File: config.mk
export PLATFORM = sky130hd
export DESIGN_NAME = fetch_ctrl
export DESIGN_NICKNAME = d
export VERILOG_FILES = /design/src/rtl/fetch_ctrl.sv
export SDC_FILE = /design/constraint.sdc
export NUM_CORES = 1
export LEC_CHECK = 0
export CAP_MARGIN = 10
export CORE_MARGIN = 2
export CORE_UTILIZATION = 40
export CTS_CLUSTER_DIAMETER = 100
export CTS_CLUSTER_SIZE = 16
export DETAILED_ROUTE_END_ITERATION = 10
export GPL_TIMING_DRIVEN = 0
export PLACE_DENSITY = 0.74
export SLEW_MARGIN = 10
export SYNTH_ARGS = -nofsm -noshare
export SYNTH_HDL_FRONTEND = slang
export SYNTH_SLANG_ARGS = --single-unit
File: constraint.sdc
create_clock -name clk -period 18.5 [get_ports clk]
set_clock_uncertainty 0.2 [all_clocks]
set_input_delay 3.7 -clock clk [delete_from_list [all_inputs] [get_ports clk]]
set_output_delay 3.7 -clock clk [all_outputs]
set_load 0.05 [all_outputs]
File: src/rtl/fetch_ctrl.sv
// fetch_ctrl: instruction-fetch controller.
// Sequences the fetch PC and drives a single-outstanding instruction-memory
// request port. Returned instructions and their PCs go into a small FIFO
// that decode drains over a valid/ready handshake. A redirect from execute
// flushes the FIFO and drops any fetch that is still in flight.
//
// Optional feature: define FETCH_MISALIGN_CHECK_EN to add misalign_o, a
// one-cycle pulse flagging a redirect target with nonzero bits [1:0].
//
// Ports:
//   clk, reset                  rising-edge clock, async active-high reset
//   imem_req_o / imem_addr_o    fetch request and word-aligned address
//   imem_gnt_i                  request accepted this cycle
//   imem_rvalid_i/imem_rdata_i  in-order read response
//   redirect_i / redirect_pc_i  control-flow redirect from execute
//   instr_valid_o/instr_ready_i buffer head handshake to decode
//   instr_o / instr_pc_o        buffer head instruction and its PC
//   pc_o                        next fetch PC
//   misalign_o                  (optional) misaligned redirect pulse
module fetch_ctrl #(
    parameter logic [31:0] RESET_PC  = 32'h0000_0000,
    parameter int unsigned BUF_DEPTH = 2
) (
    input  logic        clk,
    input  logic        reset,
    output logic        imem_req_o,
    output logic [31:0] imem_addr_o,
    input  logic        imem_gnt_i,
    input  logic        imem_rvalid_i,
    input  logic [31:0] imem_rdata_i,
    input  logic        redirect_i,
    input  logic [31:0] redirect_pc_i,
    output logic        instr_valid_o,
    input  logic        instr_ready_i,
    output logic [31:0] instr_o,
    output logic [31:0] instr_pc_o,
`ifdef FETCH_MISALIGN_CHECK_EN
    output logic        misalign_o,
`endif
    output logic [31:0] pc_o
);

    localparam int unsigned AW = (BUF_DEPTH > 1) ? $clog2(BUF_DEPTH) : 1;
    localparam int unsigned CW = AW + 1;

    typedef enum logic [1:0] {
        BOOT  = 2'd0,
        REQ   = 2'd1,
        WAIT  = 2'd2,
        FLUSH = 2'd3
    } state_t;

    state_t        state_q, state_d;
    logic [31:0]   pc_q, pc_d;
    logic [31:0]   req_pc_q, req_pc_d;
    logic [31:0]   mem_instr [BUF_DEPTH];
    logic [31:0]   mem_pc    [BUF_DEPTH];
    logic [AW-1:0] wr_ptr_q, rd_ptr_q;
    logic [CW-1:0] count_q;
    logic          push, pop, flush;
    logic          slot_free, redirect_take;
    logic [31:0]   redirect_pc;

    // Redirects are ignored while booting; targets are forced word aligned.
    assign redirect_take = redirect_i && (state_q != BOOT);
    assign redirect_pc   = {redirect_pc_i[31:2], 2'b00};
    assign slot_free     = (count_q < CW'(BUF_DEPTH));

    // Count cannot grow in REQ (nothing outstanding), so once raised the
    // request holds with a stable address until granted or redirected.
    assign imem_req_o    = (state_q == REQ) && slot_free;
    assign imem_addr_o   = pc_q;
    assign pc_o          = pc_q;

    assign instr_valid_o = (count_q != '0);
    assign instr_o       = mem_instr[rd_ptr_q];
    assign instr_pc_o    = mem_pc[rd_ptr_q];
    assign pop           = instr_valid_o && instr_ready_i && !flush;

    // State and PC registers.
    always_ff @(posedge clk or posedge reset) begin
        if (reset) begin
            state_q  <= BOOT;
            pc_q     <= RESET_PC;
            req_pc_q <= RESET_PC;
        end else begin
            state_q  <= state_d;
            pc_q     <= pc_d;
            req_pc_q <= req_pc_d;
        end
    end

    // Next-state, PC sequencing, buffer push/flush decisions.
    always_comb begin
        state_d  = state_q;
        pc_d     = pc_q;
        req_pc_d = req_pc_q;
        push     = 1'b0;
        flush    = 1'b0;
        case (state_q)
            BOOT: begin
                state_d = REQ;
            end
            REQ: begin
                if (redirect_take) begin
                    flush = 1'b1;
                    pc_d  = redirect_pc;
                    // A fetch granted alongside the redirect is stale.
                    if (imem_req_o && imem_gnt_i) begin
                        state_d = FLUSH;
                    end
                end else if (imem_req_o && imem_gnt_i) begin
                    pc_d     = pc_q + 32'd4;
                    req_pc_d = pc_q;
                    state_d  = WAIT;
                end
            end
            WAIT: begin
                if (redirect_take) begin
                    flush   = 1'b1;
                    pc_d    = redirect_pc;
                    state_d = imem_rvalid_i ? REQ : FLUSH;
                end else if (imem_rvalid_i) begin
                    push    = 1'b1;
                    state_d = REQ;
                end
            end
            FLUSH: begin
                if (redirect_take) begin
                    flush = 1'b1;
                    pc_d  = redirect_pc;
                end
                if (imem_rvalid_i) begin
                    state_d = REQ;
                end
            end
            default: begin
                state_d = BOOT;
            end
        endcase
    end

    // Fetch buffer FIFO; flush takes priority over push and pop.
    always_ff @(posedge clk or posedge reset) begin
        if (reset) begin
            wr_ptr_q <= '0;
            rd_ptr_q <= '0;
            count_q  <= '0;
            for (int unsigned i = 0; i < BUF_DEPTH; i++) begin
                mem_instr[AW'(i)] <= '0;
                mem_pc[AW'(i)]    <= '0;
            end
        end else if (flush) begin
            wr_ptr_q <= '0;
            rd_ptr_q <= '0;
            count_q  <= '0;
        end else begin
            if (push) begin
                mem_instr[wr_ptr_q] <= imem_rdata_i;
                mem_pc[wr_ptr_q]    <= req_pc_q;
                wr_ptr_q            <= wr_ptr_q + AW'(1);
            end
            if (pop) begin
                rd_ptr_q <= rd_ptr_q + AW'(1);
            end
            if (push && !pop) begin
                count_q <= count_q + CW'(1);
            end else if (pop && !push) begin
                count_q <= count_q - CW'(1);
            end
        end
    end

`ifdef FETCH_MISALIGN_CHECK_EN
    // One-cycle flag for a taken redirect whose target was not word aligned.
    always_ff @(posedge clk or posedge reset) begin
        if (reset) begin
            misalign_o <= 1'b0;
        end else begin
            misalign_o <= redirect_take && (redirect_pc_i[1:0] != 2'b00);
        end
    end
`else
    // Low target bits are dropped silently in this build.
    logic unused_pc_bits;
    assign unused_pc_bits = ^redirect_pc_i[1:0];
`endif

endmodule

==> impl_metrics.yaml <==
drt:
  drt_iter0_drc: 436
  antenna_violating_nets_post_route: 0
  drt_pre_antenna_iters: 5
  totalWireLength_mm: 22.8
  routed_wire_length_per_instance_um: 18.8
  vias_per_cell: 5.29
  via_count: 6428
  detail_route.drc_violations: 0
placed_design:
  place_worst_setup_slack_ns: 11.97
  detailedPlacementHpwl_mm: 16.1
  place.gp.congestion: 0.923
  io_buffer_count: 190
cts:
  htree_levels: 4
  tritoncts: "built"
  clkSinkCount: 190
  post-cts-setup-buffer-count: 0
  clk_pin_slew_ns: 0.07
  postCtsResizedCells: 0
  worst_case_clock_buffer_depth: 2
  hold_buf_count_cts: 0
  worst_skew_pair.late_latency_ns: 0.43
  clockRootBuffer: "sky130_fd_sc_hd__clkbuf_16"
  cts_inserted_buffers: 17
sta:
  finalWorstSetupSlack_ns: 11.50
  slew_headroom_pct: 27.8
  timing_hold_violations_final: 0
  setup_tns_ns: 0
  period_share_pct: 37.8
  setup_viol_count_final: 0
  worst_pin_slew_ns: 1.08
  layout_min_cycle_time_ns: 7.00
  rsz_0062_raised_after_global_routing: "false"
  fmax_mhz: 143
  slew_viol_final: 0
  hold-worst-slack_ns: 0.289
setup_path:
  maximum_cell_stage_delay_along_the_critical_path_ns: 0.74
  timing.reg2reg.worst_path_depth: 5
  critPathSlowestCell: "sky130_fd_sc_hd__clkdlybuf4s50_1"
  worst_setup_path_endpoint: "instr_pc_o[23]"
  crit_path_cell_trace: "clkbuf_1 -> buf_1 -> mux2_2 -> clkdlybuf4s50_1"
  r2r_setup_slack_ns: 15.56
  worst_ep_arrival_ns: 3.10
  crit-reg2reg-launch: "state_q[0]$_DFFE_PP0P_"
  critical_path_buf_inv_count: 3
  crit_fanout: 10
  setup.worst_path.start_class: "flip-flop"
  stages_on_worst_setup_path: 4
  critical_path_required_ns: 14.60
  worstReg2RegEnd: "mem_pc[35]$_DFFE_PP0P_"
  critPathTopFamily: "buffers and inverters"
  worstSetupEndpointType: "output port"
  crit_start: "rd_ptr_q$_DFFE_PP0P_"
  critPathKind: "reg2out"
synth:
  synth_async_sr_flop_share_pct: 100
  seq_area_frac_synth_pct: 52.9
  yosysWarnings: 0
  synth_flop_cell: "sky130_fd_sc_hd__dfrtp_1"
  syn-cell-area_um2: 8990
  syn_avg_cell_area_um2: 12.7
  post_synth_inst_count: 707
  yosys.cell_types.count: 57
  synth-seq-cells: 190
  synth_edf_count: 0
power:
  vdd_drop_max_uv: 102
  share_comb_of_total_power_pct: 45.0
  power.clock.fraction_pct: 19.9
  power.sequential.fraction_pct: 35.1
  finalPower_mw: 1.78
  power-per-cell-area_nw_per_um2: 150
  p_switching_mw: 0.758
  power.switching_fraction_pct: 42.5
  leakagePower_nw: 5.25
  p_int_mw: 1.02
die:
  floorplan.die.width_um: 154
  initial_core_utilization_pct: 40.9
  num_rows: 54
  dieArea_um2: 23700
  top_level_ports: 200
  core_um2: 22000
  die_height_um: 154
grt:
  global_route_wire_length_before_repair_mm: 36.5
  grt_overflow_total: 0
  largest_net_degree_at_the_start_of_global_routing: 98
  vias_in_the_first_global_route: 6551
  global_route.usage.total_pct: 19.7
  antenna_violations_before_repair: 0
flow_run:
  cap_viol_max_count: 0
run_status:
  outcome: "complete, no violations"
finish:
  areaGrowthSynthToFinish_pct: 31.9
  most-common-layout-cells: "209 x sky130_fd_sc_hd__mux2_2, 190 x sky130_fd_sc_hd__dfrtp_1, 190 x sky130_fd_sc_hd__clkdlybuf4s50_1"
  fin_nets: 993
  fin_util_pct: 54.0
  antenna_cells_inserted: 0
  mostFrequentLayoutCell: "sky130_fd_sc_hd__mux2_2"
  proportion_of_layout_cells_with_a_drive_suffix_above_1_pct: 33.9
worst_hold_path:
  hp-class: "reg2reg"
-- registers in the layout (all words and copies together) (netlist names) --
| signal | flops |
|---|---|
| imem_addr_o | 30 |
| count_q | 2 |
| wr_ptr_q | 1 |
| req_pc_q | 30 |
| rd_ptr_q | 1 |
| state_q | 2 |
| mem_pc | 60 |
| mem_instr | 64 |
-- cell families after synthesis --
kind of cell,count (synthesis),share of synthesized area (%)
mux,218,27.3
flops,190,52.9
simple gates,122,7.80
compound gates,90,6.21
buf+inv,83,5.44
xor+xnor,2,0.195
fa+ha+maj,1,0.139
other cells,1,0.0417
-- cells in the mapped netlist, types with 2 or more instances --
cell type	number	area (um2)
sky130_fd_sc_hd__mux2_2	209	2350
sky130_fd_sc_hd__dfrtp_1	190	4750
sky130_fd_sc_hd__buf_4	37	278
sky130_fd_sc_hd__a21oi_1	33	165
sky130_fd_sc_hd__nand2_1	32	120
sky130_fd_sc_hd__nor2_1	26	97.6
sky130_fd_sc_hd__clkbuf_1	19	71.3
sky130_fd_sc_hd__o21ai_0	19	95.1
sky130_fd_sc_hd__buf_2	17	85.1
sky130_fd_sc_hd__nand3_1	11	55.1
sky130_fd_sc_hd__nor3_1	10	50.1
sky130_fd_sc_hd__o22ai_1	9	56.3
sky130_fd_sc_hd__mux2_1	7	78.8
sky130_fd_sc_hd__inv_1	6	22.5
sky130_fd_sc_hd__nand4_1	6	37.5
sky130_fd_sc_hd__or3_1	6	37.5
sky130_fd_sc_hd__and4_1	4	35.0
sky130_fd_sc_hd__o211ai_1	4	30.0
sky130_fd_sc_hd__o22a_1	4	35.0
sky130_fd_sc_hd__a211oi_1	3	22.5
sky130_fd_sc_hd__a2bb2oi_1	3	26.3
sky130_fd_sc_hd__a311oi_1	3	26.3
sky130_fd_sc_hd__a21o_1	2	15.0
sky130_fd_sc_hd__a31o_2	2	17.5
sky130_fd_sc_hd__a31oi_1	2	12.5
sky130_fd_sc_hd__a41oi_1	2	17.5
sky130_fd_sc_hd__and2_1	2	12.5
sky130_fd_sc_hd__and3_1	2	12.5
sky130_fd_sc_hd__and3_2	2	15.0
sky130_fd_sc_hd__buf_1	2	7.51
sky130_fd_sc_hd__mux2i_1	2	20.0
sky130_fd_sc_hd__nand2b_1	2	12.5
sky130_fd_sc_hd__nand4_4	2	42.5
sky130_fd_sc_hd__nand4bb_1	2	22.5
sky130_fd_sc_hd__nor3b_1	2	15.0
sky130_fd_sc_hd__nor4_1	2	12.5
-- worst min-delay path by stage --
stage / start / to / slack [ns] / depth (start not counted)
finish: mem_instr[4]$_DFFE_PP0P_ / mem_instr[4]$_DFFE_PP0P_ / 0.29 / 1
global route: mem_instr[34]$_DFFE_PP0P_ / mem_instr[34]$_DFFE_PP0P_ / 0.32 / 1
CTS: mem_instr[26]$_DFFE_PP0P_ / mem_instr[26]$_DFFE_PP0P_ / 0.30 / 1
detailed placement: mem_instr[0]$_DFFE_PP0P_ / mem_instr[0]$_DFFE_PP0P_ / 0.28 / 1
global placement: mem_instr[5]$_DFFE_PP0P_ / mem_instr[5]$_DFFE_PP0P_ / 0.27 / 1
floorplan: mem_instr[0]$_DFFE_PP0P_ / mem_instr[0]$_DFFE_PP0P_ / 0.26 / 1
-- through the flow --
stage,cell area (um2),std cells
6_report,11900,1215
5_1_grt,11900,1215
2_1_floorplan,9010,712
3_3_place_gp,11300,1182
4_1_cts,11900,1215
3_5_place_dp,11300,1183
-- routing by layer --
metal | vias to the layer above | GRT usage [%] | part of all wire [%]
li1 | 2956 | - | -
met3 | 23 | 4.79 | 6.6
met1 | 3201 | 27.1 | 45
met4 | 0 | 5.30 | 1.5
met5 | - | 0 | 0
met2 | 248 | 31.4 | 47
-- power groups by stage --
stage	combinational, mW	sequential, mW	clock, mW
after floorplan	0.505	0.659	0
after global placement	0.795	0.627	0
after detailed placement	0.803	0.633	0
after CTS	0.806	0.626	0.364
after global routing	0.841	0.642	0.383
final	0.801	0.625	0.355
-- worst register-to-register path: cells and delay by family, from the launching register on --
family / cells / cell delay [ns]
buffers and inverters: 2 / 0.65
flip-flops: 1 / 0.36
multiplexers: 1 / 0.39
AND/OR/NAND/NOR: 2 / 1.22
-- area by class of cell --
class,count,area (um2)
timing repair buffer,191,1930
clock buffer,18,439
tap,280,350
multi-input combinational,439,3760
clock inverter,14,126
inverter,6,30.0
sequential,190,4750
buffer,77,467
fill,1882,10100
(Power assumes the default switching activity.)
